## src/rtl/fetch_unit.sv

```systemverilog
// -----------------------------------------------------------------------------
// fetch_unit
//   Instruction fetch front end. Owns the fetch PC, issues word requests to
//   instruction memory (request/grant, in-order responses), buffers returned
//   words with their addresses in a DEPTH-entry FIFO and hands them to decode
//   over a valid/ready handshake. Decode feeds back redirects and an
//   instruction-legality verdict; an illegal instruction halts fetch until reset.
//
// Parameters
//   RESET_PC  first fetch address after reset (word aligned)
//   DEPTH     FIFO entries / max outstanding requests (power of two, 2..8)
//
// Ports
//   clk, rst_n         clock, asynchronous active-low reset
//   o_imem_req/addr    fetch request and word address
//   i_imem_gnt         request accepted this cycle
//   i_imem_rvalid/rdata  in-order response word
//   o_instr/o_pc       head instruction and its address (instr=0 when invalid)
//   o_instr_valid      head entry valid
//   i_instr_ready      decode consumes head this cycle
//   i_redirect/_pc     taken branch/jump target
//   i_insn_vld         decode verdict on the current head instruction
//   o_halted           sticky illegal-instruction halt
// -----------------------------------------------------------------------------
module fetch_unit #(
  parameter logic [31:0] RESET_PC = 32'h0000_0000,
  parameter int          DEPTH    = 2
) (
  input  logic        clk,
  input  logic        rst_n,
  output logic        o_imem_req,
  output logic [31:0] o_imem_addr,
  input  logic        i_imem_gnt,
  input  logic        i_imem_rvalid,
  input  logic [31:0] i_imem_rdata,
  output logic [31:0] o_instr,
  output logic [31:0] o_pc,
  output logic        o_instr_valid,
  input  logic        i_instr_ready,
  input  logic        i_redirect,
  input  logic [31:0] i_redirect_pc,
  input  logic        i_insn_vld,
  output logic        o_halted
);

  localparam int AW = $clog2(DEPTH);
  // one spare bit so count+live and live+stale sums never overflow
  localparam int CW = $clog2(DEPTH + 1) + 1;
  localparam logic [CW-1:0] DEPTH_C = CW'(DEPTH);

  typedef enum logic {S_RUN = 1'b0, S_HALT = 1'b1} state_t;

  state_t          r_state, w_state_nx;

  logic [31:0]     r_fpc;
  logic [CW-1:0]   r_count, r_live, r_stale;
  logic [CW-1:0]   w_count_nx, w_live_nx, w_stale_nx;

  // instruction FIFO: {pc, word}
  logic [31:0]     r_fq_pc   [DEPTH];
  logic [31:0]     r_fq_word [DEPTH];
  logic [AW-1:0]   r_fq_wr, r_fq_rd;

  // address of every outstanding request (live and stale), in issue order
  logic [31:0]     r_aq [DEPTH];
  logic [AW-1:0]   r_aq_wr, r_aq_rd;

  logic            w_run, w_pop, w_illegal, w_redir, w_flush;
  logic            w_credit, w_gnt;
  logic            w_rsp_stale, w_rsp_live, w_rsp, w_push;
  logic [CW-1:0]   w_cnt_eff;
  logic            w_unused;

  // address LSBs of a redirect target are dropped
  assign w_unused = ^i_redirect_pc[1:0];

  // ---------------------------------------------------------------------------
  // Control decode
  // ---------------------------------------------------------------------------
  assign w_run     = (r_state == S_RUN);
  assign w_pop     = o_instr_valid & i_instr_ready;
  // illegal wins over a concurrent redirect
  assign w_illegal = w_run & w_pop & ~i_insn_vld;
  assign w_redir   = w_run & i_redirect & ~w_illegal;
  assign w_flush   = w_redir | w_illegal;

  // A pop this cycle frees a slot for good, so crediting it early is safe:
  // req can never fall again while waiting for grant. Needed for 1 insn/cycle.
  assign w_cnt_eff = r_count - CW'(w_pop);
  assign w_credit  = ((w_cnt_eff + r_live) < DEPTH_C) &&
                     ((r_live + r_stale) < DEPTH_C);

  // gated by rst_n so the request is low throughout reset and rises the
  // first cycle after release
  assign o_imem_req  = rst_n & w_run & ~i_redirect & ~w_illegal & w_credit;
  assign o_imem_addr = r_fpc;
  assign w_gnt       = o_imem_req & i_imem_gnt;

  // stale responses are always the oldest outstanding ones
  assign w_rsp_stale = i_imem_rvalid & (r_stale != '0);
  assign w_rsp_live  = i_imem_rvalid & (r_stale == '0) & (r_live != '0);
  assign w_rsp       = w_rsp_stale | w_rsp_live;
  // a live word arriving with a flush or in HALT is dropped
  assign w_push      = w_rsp_live & w_run & ~w_flush;

  // ---------------------------------------------------------------------------
  // Counter next-state
  // ---------------------------------------------------------------------------
  always_comb begin
    w_live_nx  = r_live + CW'(w_gnt) - CW'(w_rsp_live);
    w_stale_nx = r_stale - CW'(w_rsp_stale);
    if (w_redir) begin
      // everything still in flight now belongs to the old path
      w_stale_nx = w_stale_nx + w_live_nx;
      w_live_nx  = '0;
    end
    if (w_flush) w_count_nx = '0;
    else         w_count_nx = r_count + CW'(w_push) - CW'(w_pop);
  end

  // ---------------------------------------------------------------------------
  // FSM
  // ---------------------------------------------------------------------------
  always_comb begin
    w_state_nx = r_state;
    if (w_illegal) w_state_nx = S_HALT;
  end

  always_ff @(posedge clk or negedge rst_n) begin
    if (!rst_n) r_state <= S_RUN;
    else        r_state <= w_state_nx;
  end

  // ---------------------------------------------------------------------------
  // Fetch PC and counters
  // ---------------------------------------------------------------------------
  always_ff @(posedge clk or negedge rst_n) begin
    if (!rst_n) begin
      r_fpc   <= RESET_PC;
      r_count <= '0;
      r_live  <= '0;
      r_stale <= '0;
    end else begin
      r_count <= w_count_nx;
      r_live  <= w_live_nx;
      r_stale <= w_stale_nx;
      if (w_redir)    r_fpc <= {i_redirect_pc[31:2], 2'b00};
      else if (w_gnt) r_fpc <= r_fpc + 32'd4;  // wraps mod 2^32
    end
  end

  // ---------------------------------------------------------------------------
  // Outstanding-request address queue
  // ---------------------------------------------------------------------------
  always_ff @(posedge clk or negedge rst_n) begin
    if (!rst_n) begin
      for (int i = 0; i < DEPTH; i++) r_aq[i] <= '0;
      r_aq_wr <= '0;
      r_aq_rd <= '0;
    end else begin
      if (w_gnt) begin
        r_aq[r_aq_wr] <= r_fpc;
        r_aq_wr       <= r_aq_wr + AW'(1);
      end
      if (w_rsp) r_aq_rd <= r_aq_rd + AW'(1);
    end
  end

  // ---------------------------------------------------------------------------
  // Instruction FIFO
  // ---------------------------------------------------------------------------
  always_ff @(posedge clk or negedge rst_n) begin
    if (!rst_n) begin
      for (int i = 0; i < DEPTH; i++) begin
        r_fq_pc[i]   <= RESET_PC;
        r_fq_word[i] <= '0;
      end
      r_fq_wr <= '0;
      r_fq_rd <= '0;
    end else if (w_flush) begin
      r_fq_wr <= '0;
      r_fq_rd <= '0;
    end else begin
      if (w_push) begin
        r_fq_pc[r_fq_wr]   <= r_aq[r_aq_rd];
        r_fq_word[r_fq_wr] <= i_imem_rdata;
        r_fq_wr            <= r_fq_wr + AW'(1);
      end
      if (w_pop) r_fq_rd <= r_fq_rd + AW'(1);
    end
  end

  // ---------------------------------------------------------------------------
  // Decode-side outputs
  // ---------------------------------------------------------------------------
  assign o_instr_valid = (r_count != '0);
  assign o_pc          = r_fq_pc[r_fq_rd];
  assign o_instr       = o_instr_valid ? r_fq_word[r_fq_rd] : 32'h0;
  assign o_halted      = (r_state == S_HALT);

endmodule

```

## config.mk

```make
export PLATFORM = sky130hd
export DESIGN_NAME = fetch_unit
export DESIGN_NICKNAME = d
export VERILOG_FILES = /design/src/rtl/fetch_unit.sv
export SDC_FILE = /design/constraint.sdc
export NUM_CORES = 1
export LEC_CHECK = 0
export CORE_MARGIN = 5
export CORE_UTILIZATION = 54
export CTS_CLUSTER_DIAMETER = 60
export DETAILED_ROUTE_END_ITERATION = 7
export MAX_ROUTING_LAYER = met4
export PLACE_DENSITY = 0.78
export SLEW_MARGIN = 20
export SYNTH_ARGS = -nofsm -noshare
export SYNTH_HDL_FRONTEND = slang
export SYNTH_SLANG_ARGS = --single-unit
export TNS_END_PERCENT = 20
```

## constraint.sdc

```tcl
create_clock -name clk -period 6.1 [get_ports clk]
set_input_delay 0.61 -clock clk [delete_from_list [all_inputs] [get_ports clk]]
set_output_delay 0.61 -clock clk [all_outputs]
set_load 0.02 [all_outputs]
```

==> results of run 1 <==
-- through the flow --
stage | instance area (sq um) | utilization, % | hold slack [ps] | total power (uW)
final | 13400 | 68.3 | 475 | 3720
after global routing | 13400 | 68.3 | 495 | 3870
after global placement | 12600 | 64.1 | 456 | 2270
after CTS | 13400 | 68.3 | 476 | 3760
after detailed placement | 12600 | 64.1 | 466 | 2270
after floorplan | 10900 | - | 314 | 2080
-- layout make-up --
cell class | count | area share, %
inverters | 21 | 0.606
flip-flops and latches | 228 | 42.5
multi-input cells | 628 | 35.4
clock buffers | 37 | 5.67
clock inverters | 6 | 0.438
repair buffers | 174 | 12.9
well taps | 265 | 2.47
-- synth_stat cells, drive strengths merged (5+ instances only) --
cell type,count
fa,5
nand3,22
xor2,6
nor2,67
clkbuf,41
inv,21
a21oi,11
buf,20
or4,8
dfrtp,228
and2,8
a31oi,12
xnor2,11
o21ai,72
nand2,94
nand4,11
ha,8
nor3,8
and3,7
mux2i,67
o31ai,6
or3,7
mux2,156
-- logic make-up after synthesis --
kind of cell | share of synthesized area, %
AO/OA/AOI/OAI | 7.01
XOR/XNOR | 1.58
adder cells (fa/ha/maj) | 1.84
buffers and inverters | 4.02
flip-flops | 52.5
multiplexers | 22.4
other | 0.0345
AND/OR/NAND/NOR | 10.6
-- critical path: cells and delay by family (launching register included) --
kind | cells | cell delay [ps]
fa+ha+maj | 5 | 1900
compound gates | 3 | 1500
simple gates | 3 | 630
flops | 1 | 440
buf+inv | 4 | 350
xor+xnor | 2 | 300
-- layer usage --
layer | part of all wire, % | routed length, microns | GRT usage, % | vias up
met3 | 5.8 | 1410 | 3.24 | 26
met2 | 45 | 10900 | 32.6 | 245
met5 | 0 | 0 | - | -
li1 | - | - | - | 3571
met1 | 48 | 11700 | 31.5 | 3740
met4 | 1.3 | 327 | 4.37 | 0
-- where the power goes --
part	internal [uW]	leakage (uW)	switching [uW]
Sequential	1550	0.00308	155
Clock	898	0.000411	579
Combinational	280	0.00282	255
-- final timing paths --
kind | startpoint | endpoint | slack (ps) | cells after the start
setup / recovery | r_count[2] | r_stale[2] | 890 | 17
hold / removal | r_fq_pc[11] | r_fq_pc[11] | 480 | 2
setup reg to reg | r_count[2] | r_stale[2] | 890 | 17
hold reg to reg | r_fq_pc[11] | r_fq_pc[11] | 480 | 2
max in group asynchronous | rst_n | r_fq_pc[59] | 3700 | 4
min in group asynchronous | rst_n | r_fq_pc[39] | 580 | 2
-- flip-flops by register name, summed over array words and instances, names as in the netlist --
name,count
o_halted,1
o_imem_addr,30
r_aq,60
r_aq_rd,1
r_aq_wr,1
r_count,3
r_fq_pc,60
r_fq_rd,1
r_fq_word,64
r_fq_wr,1
r_live,3
r_stale,3
==> reports/qor.csv, run 1 <==
stage,metric,value,unit
clocking,CTS buffer count,24,
setup_path,Setup crit end kind,register,
floorplan,core area,0.0197,sq mm
floorplan,die footprint,0.0230,sq mm
synthesis,sequential-to-total area share from yosys stat,52.5,%
clocking,CTS root buffer,clkbuf_16,
timing,RSZ-0062 raised after global routing,no,
clocking,TritonCTS clock tree,built,
setup_path,startpoint type of the worst setup path,register,
route,Vias,7582,
synthesis,synthesized area,0.0109,sq mm
setup_path,crit-path cells,"o31ai_2, nor2_1, fa_1, nor4bb_1, o2111ai_1, a21oi_4, inv_4, ha_1, inv_1, ha_1, inv_1, fa_1, inv_1, fa_1, xor2_1, nor2_1, xnor2_1",
synthesis,"top cells by area, synth","dfrtp_1 (53%), mux2_2 (16%), mux2i_1 (6.2%), nand2_1 (3.2%), o21ai_0 (3.2%)",
layout,area occupied by multi-input gates,0.00475,sq mm
placement,placed insts,1315,
layout,"most common cell after layout, fill and taps aside",dfrtp_1,
route,drt drc,0,
synthesis,Post-Syn Area per Cell,11.6,sq um
global_routing,number of global-route vias before repair,7818,
route,Via density,5.58,
clocking,# hold bufs at CTS,1,
hold_path,Min-Delay Path Class,register to register,
placement,# port buffers,163,
clocking,largest buffer count on any clock path,3,
floorplan,# rows,51,
layout,fin nets,1161,
setup_path,CP Class,register to register,
timing,total negative setup slack,0,ps
timing,final setup fails,0,
power,pwr dens,277,mW/mm^2
timing,clock skew,10.2,ps
global_routing,pin count of the biggest net entering global routing,83,
layout,storage element area,0.00571,sq mm
synthesis,number of synthesized flops with an enable pin,0,
power,Max VDD drop,0.000201,V
global_routing,first-pass GRT wire length,40.9,mm
layout,antenna fix cells,0,
power,Leak,0.00631,uW
timing,Final period util,85.4,%
route,drt wl/cell,17.9,microns
layout,area grow syn2layout,23.6,%
floorplan,die span in x,152,microns
layout,most frequent cells in the layout,"dfrtp_1 (227), clkdlybuf4s50_1 (162), mux2_2 (156)",
synthesis,Seq cells post-synth,228,
timing,setup ws final,891,ps
layout,Fillers,1507,
timing,Worst-Margin Slew,1080,ps
clocking,Post-CTS Setup Bufs,0,
placement,gpl congestion,0.902,
timing,final hold violation count,0,
layout,Layout Cells excl Fill,1359,
setup_path,Crit Path Max Fanout,25,
clocking,Clock Sink Count,228,
clocking,Clock Latency Late Sink,510,ps
layout,share of layout cells above drive strength 1,20.5,%
clocking,post-CTS sizing,0,
outcome,status,"complete, no violations",
synthesis,Ys Warns,0,
timing,Achievable Freq,0.192,GHz
route,Routed Antenna Nets,0,
placement,pre-CTS setup slack,738,ps
timing,min Tclk post-route,5210,ps
synthesis,ys async rst share,100,%
setup_path,WP data required,6530,ps
global_routing,initial antenna violation count,0,
synthesis,Netlist cell types,61,
clocking,H-tree depth,1,
timing,headroom to the max-slew limit,27.0,%
synthesis,ys flop type,dfrtp_1,
synthesis,post-synth top area cell,dfrtp_1,
job,Max Cap Violations,0,
synthesis,top-area cell type share of the netlist area,52.5,%
placement,DP HPWL,16.1,mm
route,Initial DRT Pass Iterations,5,
setup_path,crit path DAT,5640,ps
synthesis,cells after synthesis,936,
global_routing,Total Routing Usage GR,21.6,%
setup_path,largest stage delay on the critical path,670,ps
floorplan,Die H,152,microns
clocking,clk slew on worst S/H paths,60,ps
floorplan,Starting Density,55.3,%
setup_path,Critical-path top delay cell,o31ai_2,
route,Routed WL,24.4,mm
timing,max-slew violations,0,
floorplan,I/O pin count,170,
route,DRT iter0 DRCs,363,
global_routing,total gr overflow,0,
Power figures use the tool's default switching activity.
==> run 2: changes to the inputs <==
--- a/config.mk
+++ b/config.mk
@@ -6,11 +6,11 @@
 export NUM_CORES = 1
 export LEC_CHECK = 0
 export CORE_MARGIN = 5
-export CORE_UTILIZATION = 54
+export CORE_UTILIZATION = 49
 export CTS_CLUSTER_DIAMETER = 60
 export DETAILED_ROUTE_END_ITERATION = 7
 export MAX_ROUTING_LAYER = met4
-export PLACE_DENSITY = 0.78
+export PLACE_DENSITY = 0.75
 export SLEW_MARGIN = 20
 export SYNTH_ARGS = -nofsm -noshare
 export SYNTH_HDL_FRONTEND = slang
==> constraint.sdc (replaced) <==
create_clock -name clk -period 4.29 [get_ports clk]
set_input_delay 0.429 -clock clk [delete_from_list [all_inputs] [get_ports clk]]
set_output_delay 0.429 -clock clk [all_outputs]
set_load 0.02 [all_outputs]
==> run 2 against run 1 <==
Flip-flop and latch count stayed put. Worst setup slack got worse by 690 ps. Core utilization down 6.0 points. Clock-buffer cell count shrank 3. First-iteration DRC count is 12% lower. Via count increased by 1.6%. Design area up 1.4%. Combinational power grew 52%. Critical path depth did not move. Sequential share of layout area is 0.57 points lower.
==> reports/qor.csv, run 2 (same netlist as run 1, synthesis figures left out) <==
stage,metric,value,unit
route,Initial DRT Pass Iterations,5,
power,sw power,1440,uW
clocking,clk slew on worst S/H paths,60,ps
timing,Achievable Freq,0.245,GHz
timing,final hold violation count,0,
placement,DP HPWL,17.0,mm
clocking,Clock Sink Count,228,
setup_path,startpoint type of the worst setup path,register,
route,Vias,7701,
clocking,# hold bufs at CTS,0,
timing,total negative setup slack,0,ps
global_routing,pin count of the biggest net entering global routing,84,
clocking,largest buffer count on any clock path,3,
setup_path,crit-path cells,"inv_1, ha_1, fa_2, xnor3_1, or3_1, a21oi_4, inv_4, ha_4, inv_1, ha_1, inv_1, fa_1, inv_1, fa_2, xor2_1, nor2_1, xnor2_1",
floorplan,die span in x,159,microns
timing,min Tclk post-route,4090,ps
placement,"Cell Area, Placed",0.0128,sq mm
hold_path,Min-Delay Path Class,input port to async pin,
global_routing,first-pass GRT wire length,41.4,mm
timing,final setup fails,0,
floorplan,Die H,159,microns
timing,clock skew,11.3,ps
floorplan,die footprint,0.0252,sq mm
timing,RSZ-0062 raised after global routing,no,
power,pwr dens,396,mW/mm^2
clocking,Post-CTS Setup Bufs,0,
global_routing,Total Routing Usage GR,19.8,%
outcome,status,"complete, no violations",
layout,Reg with most FFs,r_fq_word,
setup_path,crit path DAT,4530,ps
route,Routed Antenna Nets,0,
setup_path,"most used cell, CP",inv_1,
route,drt drc,0,
power,sequential power share,45.5,%
power,Leak,0.00636,uW
setup_path,r2r setup slk,200,ps
clocking,Clock Latency Late Sink,520,ps
layout,fin nets,1173,
timing,headroom to the max-slew limit,27.0,%
floorplan,# rows,54,
power,Max VDD drop,0.000312,V
clocking,H-tree depth,1,
clocking,post-CTS sizing,0,
power,Int Power,3940,uW
placement,placed insts,1343,
setup_path,Critical-path top delay cell,fa_1,
setup_path,CP Class,register to register,
job,Max Cap Violations,0,
placement,gpl congestion,0.851,
route,DRT iter0 DRCs,318,
setup_path,Top delay family on crit path,adder cells,
layout,design area,0.0136,sq mm
layout,share of layout cells above drive strength 1,21.9,%
timing,max-slew violations,0,
global_routing,number of global-route vias before repair,7839,
setup_path,WP data required,4730,ps
clocking,CTS buffer count,24,
layout,antenna fix cells,0,
power,Comb power frac,15.1,%
floorplan,Starting Density,49.8,%
setup_path,Crit Path Max Fanout,4,
placement,# port buffers,163,
clocking,CTS root buffer,clkbuf_16,
layout,Layout Cells excl Fill,1384,
route,Via density,5.56,
clocking,TritonCTS clock tree,built,
floorplan,I/O pin count,170,
floorplan,core area,0.0218,sq mm
layout,"Core Util, Final",62.3,%
layout,largest registers,"r_fq_word (64), r_aq (60), r_fq_pc (60)",
timing,Final period util,95.3,%
layout,most frequent cells in the layout,"dfrtp_1 (227), clkdlybuf4s50_1 (162), mux2_2 (156)",
power,Clk network pwr share,39.3,%
layout,area occupied by multi-input gates,0.00481,sq mm
layout,"most common cell after layout, fill and taps aside",dfrtp_1,
timing,Worst-Margin Slew,1080,ps
route,Routed WL,24.9,mm
route,drt wl/cell,18.0,microns
layout,max reg flops,64,
layout,area grow syn2layout,25.3,%
global_routing,initial antenna violation count,0,
global_routing,total gr overflow,0,
power,switching share of power,26.7,%
layout,storage element area,0.00571,sq mm
layout,Fillers,1775,
placement,pre-CTS setup slack,-68.7,ps
setup_path,Setup crit end kind,register,
timing,setup ws final,202,ps
setup_path,CP bufs+invs,5,
setup_path,largest stage delay on the critical path,520,ps
-- run 2: worst paths after layout --
path,depth (start not counted),end,start
min reg2reg,2,r_fq_pc[20],r_fq_pc[20]
min in group clk,3,o_imem_addr[17],i_redirect_pc[17]
max in group asynchronous,4,o_imem_addr[14],rst_n
max,17,r_stale[2],r_count[1]
min,2,r_fq_word[28],rst_n
max reg2reg,17,r_stale[2],r_count[1]
-- run 2: layout make-up --
| class | count | share of cell area, % |
|---|---|---|
| sequential | 228 | 42.0 |
| multi-input combinational | 628 | 35.4 |
| timing repair buffer | 186 | 13.4 |
| clock buffer | 34 | 5.36 |
| tap | 280 | 2.58 |
| clock inverter | 7 | 0.681 |
| inverter | 21 | 0.598 |
-- run 2: per-layer routing --
metal  vias to the layer above  global-route usage (%)  routed length [microns]
met5                         -                       -                        0
met3                        30                    3.68                     1550
met1                      3842                    28.4                    11800
met2                       227                    30.0                    11300
met4                         0                    3.96                      306
li1                       3602                       -                        -
-- run 2: stage by stage --
stage / total power, uW / hold WS, ps
after floorplan: 2990 / 133
after global placement: 3290 / 457
after detailed placement: 3310 / 465
after CTS: 5450 / 128
after global routing: 5610 / 183
final: 5380 / 126
-- run 2: power by group through the flow --
stage	clock network (uW)	logic, uW	registers [uW]
after floorplan	0	681	2310
after global placement	0	804	2490
after detailed placement	0	816	2490
after CTS	2180	821	2450
after global routing	2260	884	2470
final	2120	814	2450
-- run 2: worst register-to-register path: cells and delay by family (launching register included) --
| kind | cells | cell delay (ps) |
|---|---|---|
| flops | 1 | 460 |
| fa+ha+maj | 6 | 1930 |
| xor+xnor | 3 | 510 |
| compound gates | 1 | 200 |
| simple gates | 2 | 580 |
| buf+inv | 5 | 340 |
==> run 3: changes to the inputs <==
--- a/config.mk
+++ b/config.mk
@@ -8,6 +8,7 @@
 export CORE_MARGIN = 5
 export CORE_UTILIZATION = 49
 export CTS_CLUSTER_DIAMETER = 60
+export CTS_CLUSTER_SIZE = 10
 export DETAILED_ROUTE_END_ITERATION = 7
 export MAX_ROUTING_LAYER = met4
 export PLACE_DENSITY = 0.75
==> run 3 against run 2 <==
Worst setup slack better by 13 ps. Sequential power is essentially flat. Fmax increased by 0.32%. Register-to-register slack about the same. Total power shrank 2.9%. Critical endpoint unchanged.
==> reports/qor.csv, run 3 (same netlist as run 1, synthesis figures left out) <==
stage,metric,value,unit
timing,final hold violation count,0,
layout,"Core Util, Final",61.9,%
route,DRT iter0 DRCs,346,
setup_path,R2R cell count,17,
clocking,# hold bufs at CTS,0,
timing,min Tclk post-route,4070,ps
layout,Fillers,1775,
global_routing,pin count of the biggest net entering global routing,84,
power,Comb power frac,15.7,%
floorplan,die footprint,0.0252,sq mm
power,Leak,0.00631,uW
floorplan,core area,0.0218,sq mm
floorplan,# rows,54,
power,Clk network pwr share,37.4,%
layout,most frequent cells in the layout,"dfrtp_1 (226), clkdlybuf4s50_1 (162), mux2_2 (156)",
layout,Reg with most FFs,r_fq_word,
timing,headroom to the max-slew limit,26.8,%
route,Routed Antenna Nets,0,
placement,DP HPWL,17.0,mm
layout,largest registers,"r_fq_word (64), r_aq (60), r_fq_pc (60)",
clocking,H-tree depth,1,
placement,# port buffers,163,
job,Max Cap Violations,0,
power,pwr dens,387,mW/mm^2
timing,Worst-Margin Slew,1090,ps
clocking,TritonCTS clock tree,built,
power,switching share of power,27.0,%
setup_path,r2r setup slk,220,ps
clocking,largest buffer count on any clock path,3,
placement,gpl congestion,0.851,
floorplan,die span in x,159,microns
layout,area grow syn2layout,24.3,%
setup_path,r2r endpoint,r_stale[2],
power,sequential power share,46.9,%
route,Initial DRT Pass Iterations,4,
global_routing,total gr overflow,0,
timing,final setup fails,0,
global_routing,Total Routing Usage GR,19.9,%
layout,"most common cell after layout, fill and taps aside",dfrtp_1,
power,Int Power,3820,uW
clocking,Clock Sink Count,228,
clocking,Post-CTS Setup Bufs,0,
layout,antenna fix cells,0,
hold_path,Min-Delay Path Class,input port to async pin,
timing,max-slew violations,0,
global_routing,first-pass GRT wire length,41.6,mm
power,Max VDD drop,0.000348,V
clocking,post-CTS sizing,0,
route,drt wl/cell,18.0,microns
global_routing,initial antenna violation count,0,
layout,fin nets,1176,
timing,Final period util,95.0,%
setup_path,RR Startpoint,r_live[1],
placement,placed insts,1343,
clocking,CTS root buffer,clkbuf_16,
timing,RSZ-0062 raised after global routing,no,
route,Via density,5.59,
setup_path,startpoint type of the worst setup path,register,
route,Vias,7675,
layout,Layout Cells excl Fill,1373,
clocking,clk slew on worst S/H paths,50,ps
layout,max reg flops,64,
clocking,CTS buffer count,27,
power,sw power,1410,uW
setup_path,crit path DAT,4510,ps
timing,Achievable Freq,0.245,GHz
setup_path,Setup crit end kind,register,
floorplan,Starting Density,49.8,%
setup_path,WP data required,4730,ps
floorplan,Die H,159,microns
setup_path,Crit Path Max Fanout,5,
timing,clock skew,19.2,ps
floorplan,I/O pin count,170,
setup_path,CP Class,register to register,
global_routing,number of global-route vias before repair,7872,
layout,share of layout cells above drive strength 1,21.3,%
clocking,Clock Latency Late Sink,510,ps
route,Routed WL,24.7,mm
outcome,status,"complete, no violations",
route,drt drc,0,
==> run 3: cell count changes in the layout (fill, tap and decap cells not counted), sizes merged <==
cell      change
bufinv        -1
clkbuf        -6
clkinv        -2
inv           +1
clkinvlp      -3
==> run 3: power by group through the flow <==
stage	clock, uW	combinational [uW]	sequential (uW)
CTS	2000	827	2460
finish	1950	820	2450
detailed placement	0	816	2490
floorplan	0	681	2310
global route	2100	889	2470
global placement	0	804	2490
==> run 3: critical path, stage by stage (launching register included) <==
cell	delay, ps
dfrtp_1	470
inv_1	90
ha_1	320
fa_2	390
xnor3_1	210
or3_1	440
a21oi_4	210
inv_4	60
ha_4	220
inv_1	50
ha_1	130
inv_1	50
fa_1	520
inv_1	60
fa_2	330
xor2_1	160
nor2_1	140
xnor2_1	140
==> run 3: layout make-up <==
class | instances | area, sq um | share of cell area [%]
clock buffers | 28 | 679 | 5.03
clock inverters | 2 | 38.8 | 0.287
inverters | 21 | 81.3 | 0.602
multi-input cells | 628 | 4810 | 35.6
flip-flops and latches | 228 | 5710 | 42.3
well taps | 280 | 350 | 2.60
repair buffers | 186 | 1830 | 13.5
==> run 3: through the flow <==
stage / hold slack [ps] / cell area, sq um / total power [uW] / setup TNS [ps] / worst slack (ps)
global route: 181 / 13500 / 5460 / 0 / 8.29
detailed placement: 465 / 12800 / 3310 / -68.7 / -68.7
global placement: 457 / 12800 / 3290 / 0 / 24.2
CTS: 126 / 13500 / 5280 / 0 / 138
floorplan: 133 / 10900 / 2990 / 0 / 20.9
finish: 112 / 13500 / 5230 / 0 / 215
==> run 3: per-layer routing <==
layer  vias to the layer above  wire (microns)  track usage [%]
met4                         0             318             3.72
met5                         -               0                -
met2                       215           11200             30.1
met1                      3829           11600             28.5
met3                        27            1560             3.65
li1                       3604               -                -
==> run 3: worst max path at each step <==
stage	startpoint	end	slack, ps	cells after the start
after floorplan	r_count[1]	r_stale[2]	20	19
after global placement	i_instr_ready	r_stale[2]	20	18
after detailed placement	i_instr_ready	r_stale[2]	-70	18
after CTS	r_count[1]	r_stale[2]	140	17
after global routing	r_live[1]	r_stale[2]	8	17
final	r_live[1]	r_stale[2]	220	17
